==> src/rtl/acc_sequencer.sv <==
// acc_sequencer: three-cycle fetch/decode/execute controller for a 16-bit accumulator machine
module acc_sequencer (
    input  logic        Clk,
    input  logic        Reset_n,
    input  logic        Start,
    output logic [10:0] ProgAddr,
    input  logic [15:0] ProgData,
    output logic [10:0] DataAddr,
    output logic        DataWr,
    output logic [15:0] ImmExt,
    output logic [1:0]  Sel,
    input  logic [15:0] MuxOut,
    output logic [15:0] AccOut,
    output logic        Busy,
    output logic        Halted
);
    typedef enum logic [2:0] {IDLE, FETCH, DECODE, EXEC, HALT} stateT;

    localparam logic [4:0] opHlt  = 5'd0;
    localparam logic [4:0] opSto  = 5'd1;
    localparam logic [4:0] opLd   = 5'd2;
    localparam logic [4:0] opLdi  = 5'd3;
    localparam logic [4:0] opAdd  = 5'd4;
    localparam logic [4:0] opAddi = 5'd5;
    localparam logic [4:0] opSub  = 5'd6;
    localparam logic [4:0] opSubi = 5'd7;

    localparam logic [1:0] selMem = 2'b00;
    localparam logic [1:0] selImm = 2'b01;
    localparam logic [1:0] selAcc = 2'b10;

    stateT       state;
    logic [10:0] pc;
    logic [15:0] ir;
    logic [4:0]  opcode;
    logic [1:0]  selDecode;

    assign opcode   = ir[15:11];
    assign ProgAddr = pc;
    assign DataAddr = ir[10:0];
    assign ImmExt   = {{5{ir[10]}}, ir[10:0]};

    // Operand source for the upcoming EXEC: memory, immediate, or the accumulator for STO and NOPs
    always_comb begin
        selDecode = (opcode == opLd || opcode == opAdd || opcode == opSub) ? selMem :
                    (opcode == opLdi || opcode == opAddi || opcode == opSubi) ? selImm : selAcc;
    end

    // Sequencer: state, PC, IR, accumulator and the registered control outputs
    always_ff @(posedge Clk or negedge Reset_n) begin
        if (!Reset_n) begin
            state  <= IDLE;
            pc     <= '0;
            ir     <= '0;
            AccOut <= '0;
            Sel    <= selAcc;
            DataWr <= 1'b0;
            Busy   <= 1'b0;
            Halted <= 1'b0;
        end else begin
            case (state)
                IDLE, HALT: begin
                    if (Start) begin
                        pc     <= '0;
                        state  <= FETCH;
                        Busy   <= 1'b1;
                        Halted <= 1'b0;
                    end
                end
                FETCH: begin
                    ir    <= ProgData;
                    state <= DECODE;
                end
                DECODE: begin
                    pc <= pc + 11'd1;
                    if (opcode == opHlt) begin
                        state  <= HALT;
                        Busy   <= 1'b0;
                        Halted <= 1'b1;
                    end else begin
                        state  <= EXEC;
                        Sel    <= selDecode;
                        DataWr <= (opcode == opSto);
                    end
                end
                EXEC: begin
                    case (opcode)
                        opLd, opLdi:   AccOut <= MuxOut;
                        opAdd, opAddi: AccOut <= AccOut + MuxOut;
                        opSub, opSubi: AccOut <= AccOut - MuxOut;
                        default:       AccOut <= AccOut;
                    endcase
                    Sel    <= selAcc;
                    DataWr <= 1'b0;
                    state  <= FETCH;
                end
                default: begin
                    state  <= IDLE;
                    Sel    <= selAcc;
                    DataWr <= 1'b0;
                    Busy   <= 1'b0;
                    Halted <= 1'b0;
                end
            endcase
        end
    end
endmodule
==> config.mk <==
export PLATFORM = sky130hd
export DESIGN_NAME = acc_sequencer
export DESIGN_NICKNAME = d
export VERILOG_FILES = /design/src/rtl/acc_sequencer.sv
export SDC_FILE = /design/constraint.sdc
export NUM_CORES = 1
export LEC_CHECK = 0
export CAP_MARGIN = 20
export CORE_AREA = 2 2 88 90
export CTS_BUF_LIST = sky130_fd_sc_hd__clkbuf_2
export CTS_CLUSTER_DIAMETER = 150
export DETAILED_ROUTE_END_ITERATION = 16
export DIE_AREA = 0 0 90 92
export HOLD_SLACK_MARGIN = 0.02
export PLACE_DENSITY = 0.85
export SLEW_MARGIN = 20
export SYNTH_ARGS = -nofsm -noshare
export SYNTH_HDL_FRONTEND = slang
export SYNTH_SLANG_ARGS = --single-unit
==> constraint.sdc <==
create_clock -name Clk -period 5 [get_ports Clk]
set_input_delay 0.5 -clock Clk [delete_from_list [all_inputs] [get_ports Clk]]
set_output_delay 0.5 -clock Clk [all_outputs]
set_load 0.01 [all_outputs]
==> results.txt <==
Outcome: finished clean
Syn Inst Count: 390
Total GRT Usage: 0.199
WP data required: 5350 ps
Clock buffer depth: 2
Hold Vio Cnt, Final: 0
Critical path arrival: 4410 ps
Area leader, netlist: dfrtp_1
Clock share of power: 0.067
Synth Cell Area: 3580 sq um
Initial DRC Count: 153
Drt total wl: 8200 um
CTS tree: built
Synthesized Nets: 443
Die area: 8280 sq um
Top cells by area, synth: dfrtp_1 (35%), ha_1 (5.9%), buf_4 (5.7%)
Hold buffer count at cts: 0
Clk root buf: clkbuf_2
Power Internal: 1.53 mW
Main flop type after synthesis: dfrtp_1
Post-synth EDFFs: 0
Netlist cell types: 62
Die H: 92 um
Worst Setup SP: MuxOut[4]
Worst-path fanout max: 6
Top post-synthesis cells by count: dfrtp_1 (50), nor2_1 (32), nand2_1 (31), o21ai_0 (31), buf_4 (27)
Drt wl/cell: 14.7 um
Slew HR: 0.508
Setup TNS: 0 ps
Clk slew on worst S/H paths: 300 ps
Residual DRC: 0
TritonRoute pass-1 iters: 4
Largest net degree at the start of global routing: 52
Synth top area share: 0.350
Top-count cell post-synth: dfrtp_1
Die W: 90 um
Starting Density: 0.481
H-tree depth: 2
Ports: 94
Leak Pwr: 1.85 nW
Num rows: 32
Place WS: 490 ps
Via density per instance: 5.54
Critical path capture point type: flop
Class of the worst hold path: primary input to asynchronous set/reset pin
Max Clock Freq: 246 MHz
Logic pwr share: 0.654
Vias in the first global route: 3,000
Setup crit start kind: primary input
Vias: 3,086
Post-cts gate resize count: 0
Finished Cell Area: 4440 sq um
Clock latency on the worst-skew pair: 450 ps
P per Cell Area: 603 nW/um^2
R2R depth: 13
Final setup margin: 934 ps
Asr flop ratio synth: 1.00
CP Class: primary input to flop
GRT overflow: 0
Antenna diodes: 0
RR Startpoint: ir[15]
CTS Sinks: 51
Max_cap viols: 0
IO Port Bufs: 93
Flops & latches, synth: 51
Max IR drop VDD: 0.000359 V
Filler cell count: 689
Nets@finish: 507
Post-Layout Cell Count: 557
Seq/Total Area, Yosys: 0.357
Final Critical Period: 4070 ps
Switching pwr: 1.15 mW
Fin. max-slew vios: 0
Core Footprint: 7450 sq um
Final setup vio count: 0
R2R setup slack: 940 ps
Slew of the pin with the lowest slew margin: 736 ps
Post-DP HPWL: 6050 um
First-pass GRT wire length: 13,900 um
Inserted Clock Buffers: 5
Initial antenna violation count: 0
Final Skew: 26.7 ps
Share of layout cells above drive strength 1: 0.0945
Mean Syn Cell Area: 9.18 sq um
Syn. warnings: 0
Area delta synth->final: 23.9%
Routed Antenna Nets: 0
Sw Share: 0.429
Dpl cell area: 4390 sq um
Routability congestion estimate: 0.862
DP Cell Count: 549
RSZ-0062 raised after global routing: no
Sequential share of power: 0.279
Setup bufs post-CTS: 0
Crit share post-route: 0.813
## flip-flops by register name (all words and copies together), names as in the netlist
signal and flops:
AccOut 16, ir 16, ProgAddr 11, state 3, Sel 2, Busy 1
DataWr 1, Halted 1
## per-stage QoR
stage	hold WS (ps)	utilization	power [mW]
floorplan	204	-	1.99
global placement	467	0.590	2.44
detailed placement	464	0.590	2.50
CTS	108	0.596	2.69
global route	144	0.596	2.90
finish	81.3	0.596	2.68
## layer usage
metal  share of wire  track usage  up-vias
li1                -            -     1501
met1            0.43        0.249     1484
met2            0.49        0.347       95
met3           0.072       0.0567        6
met4          0.0051       0.0333        0
met5               0            0        -
## cells by family (layout without fill, tap and decap cells)
kind of cell	Yosys count	in the layout	synth area share
and+or+nand+nor	118	118	0.172
buffers and inverters	54	119	0.0937
xor gates and xnor gates	20	20	0.0489
adders and majority gates	18	18	0.0650
DFF	51	51	0.357
muxes	21	21	0.0643
AOI/OAI and AO/OA	108	108	0.199
## power by group through the flow
| stage | clock, mW | sequential, mW | combinational, mW |
|---|---|---|---|
| floorplan | 0 | 0.741 | 1.25 |
| global route | 0.204 | 0.774 | 1.92 |
| finish | 0.181 | 0.746 | 1.75 |
| CTS | 0.189 | 0.747 | 1.75 |
| global placement | 0 | 0.744 | 1.70 |
| detailed placement | 0 | 0.754 | 1.74 |
## area by class of cell
cell class,instances,area [sq um],area share
multi-input cells,285,1980,0.446
flip-flops and latches,51,1280,0.288
repair buffers,97,956,0.215
well taps,102,128,0.0288
inverters,14,52.6,0.0118
clock buffers,6,30.0,0.00677
clock inverters,2,16.3,0.00367
## placed cells by master (no fill, tap or decap), types with 3 or more instances in the layout
cell type / synthesis / routed
nand2_1: 31 / 31
or3_1: 3 / 3
clkdlybuf4s50_1: 0 / 92
ha_1: 17 / 17
nor2_1: 32 / 32
o21ai_0: 31 / 31
clkbuf_2: 0 / 6
dfrtp_1: 50 / 50
nand3_1: 5 / 5
a31oi_1: 6 / 6
mux2_2: 16 / 16
a21oi_1: 25 / 25
a211oi_1: 5 / 5
nand2b_1: 5 / 5
xor2_1: 4 / 4
nand4_1: 4 / 4
a21o_1: 4 / 4
o211ai_1: 4 / 4
o21a_1: 6 / 6
and3_1: 5 / 5
mux2i_1: 5 / 5
buf_4: 27 / 4
nor2b_1: 4 / 4
nor4b_1: 3 / 3
o31ai_1: 4 / 4
inv_1: 14 / 14
nor3_1: 10 / 10
xnor2_1: 16 / 16
## worst max-delay path: stages
cell and delay [ps]:
clkdlybuf4s50_1 480, or3_1 450, or3b_2 510, nor2_1 270
a21oi_1 140, xnor2_1 150, ha_1 340, a21o_1 230
a221o_1 350, a21oi_1 180, o21ai_0 150, a31oi_1 240
xnor2_1 90, a221o_1 330
## worst paths after layout
check	endpoint
worst max-delay path	AccOut[13]
max in group asynchronous	ir[10]
worst min-delay path	AccOut[6]
worst max register to register	AccOut[13]
worst min register to register	Sel[1]
min in group Clk	Sel[1]
Power figures use the tool's default switching activity.
==> patch, RTL diff (config.mk and constraints unchanged) <==
Encoding of `stateT`: now one-hot (5 bits for 5 states).
--- a/src/rtl/acc_sequencer.sv
+++ b/src/rtl/acc_sequencer.sv
@@ -16,3 +16,3 @@
 );
-    typedef enum logic [2:0] {IDLE, FETCH, DECODE, EXEC, HALT} stateT;
+    typedef enum logic [4:0] {IDLE = 5'b00001, FETCH = 5'b00010, DECODE = 5'b00100, EXEC = 5'b01000, HALT = 5'b10000} stateT;
 
Formal check against the unedited RTL: no difference found for any inputs over 10 cycles, from zero or initial values and one cycle with Reset_n low; not proved beyond that.
==> patch against the unedited design <==
  * Clock power grew 10%
  * Wire length increased by 4.0%
  * Critical endpoint is now AccOut[15]
  * Highest routed layer unchanged
  * Design area up 0.99%
  * Critical path type is now reg2reg
  * Synthesized area up 0.42%
  * Worst setup slack worse by 0.11 ns
  * Power is 17% lower
  * Critical path depth grew 1
  * Sequential cell count is 2 higher
  * Count of clock-buffer cells in the layout shrank 1
  * Register-to-register slack lost 0.12 ns
==> patch: results <==
metrics = {
    "outcome": {
        "status": "completed",
    },
    "yosys": {
        "synth.net_count": 451,
        "synth_common_cells": "51 x dfrtp_1, 36 x nor2_1, 34 x nand2_1",
        "postSynthAreaPerCell_um2": 9.03,
        "muxShareOfSynthArea": 0.0714,
        "synth_adder_area_share": 0.0647,
        "synth_compound_area_frac": 0.160,
        "synth_area_leaders": "dfrtp_1 36%, ha_1 5.9%, buf_4 5.6%, mux2_2 4.7%, xnor2_1 4.6%",
        "ys_seq_area_frac": 0.370,
        "synthXorXnorAreaFrac": 0.0682,
        "ys_types": 54,
    },
    "final_layout": {
        "multi_input_area_share": 0.437,
        "inverters_excl_clock": 15,
        "final_nets": 515,
        "comb.multi_input.count": 290,
        "buf_share": 0.213,
        "clk_share": 0.0120,
        "fill_cells": 655,
        "seq_share": 0.297,
        "drive_gt1_frac": 0.0756,
        "clock_buffers": 5,
        "area_growth_pct": 24.6,
    },
    "routing": {
        "routed_wl_um": 8520,
        "first_pass_iters": 4,
        "first_iter_violations": 103,
        "wl_met1_um": 3520,
        "routedWlPerCell_um": 15.1,
        "route.vias.total": 3092,
    },
    "clock_network": {
        "numClockSinks": 53,
        "clk_latency_ns": 0.48,
    },
    "placed_design": {
        "placed_cell_area_um2": 4430,
        "place_worst_setup_slack_ns": 0.339,
        "globalplace.congestion": 0.899,
        "placed_cells": 557,
        "place_hpwl_um": 6360,
    },
    "grt": {
        "track_usage": 0.208,
        "grt_pass1_wl_um": 14200,
        "grtUsageMet1": 0.240,
        "use_met2": 0.382,
        "grt_start_max_net_pins": 54,
        "grtUsageMet3": 0.0362,
    },
    "critical_path": {
        "slowest_stage": "dfrtp_1",
        "cpPeakStageDelay_ns": 0.47,
        "critPathMaxFanout": 10,
    },
    "pwr": {
        "ir_worst_vdd_mv": 0.318,
        "p_leak_nw": 1.95,
    },
    "sta": {
        "relSlewSlack": 0.381,
        "finClkSkew_ns": 0.0197,
    },
}
[patch: cell count changes in the layout (fill, tap and decap cells not counted), moves of 5 or more]
cell	delta
o21ai_0	-26
xor2_1	+5
o21ai_1	+11
or3_1	+5
a21o_1	+5
[patch: final timing paths]
kind / from / endpoint / slack [ns] / cells past startpoint
min in group Clk: Sel[1] / Sel[1] / 0.49 / 2
setup / recovery: ir[15] / AccOut[15] / 0.82 / 15
hold / removal: Reset_n / ir[9] / 0.08 / 2
setup reg to reg: ir[15] / AccOut[15] / 0.82 / 15
max in group asynchronous: Reset_n / AccOut[3] / 4.47 / 2
hold reg to reg: Sel[1] / Sel[1] / 0.49 / 2
[patch: power breakdown]
| part | internal, mW | total, mW | leakage, nW | switching [mW] |
|---|---|---|---|---|
| Sequential | 0.555 | 0.687 | 0.633 | 0.132 |
| Clock | 0.0419 | 0.200 | 0.0355 | 0.158 |
| Combinational | 0.694 | 1.33 | 1.28 | 0.640 |
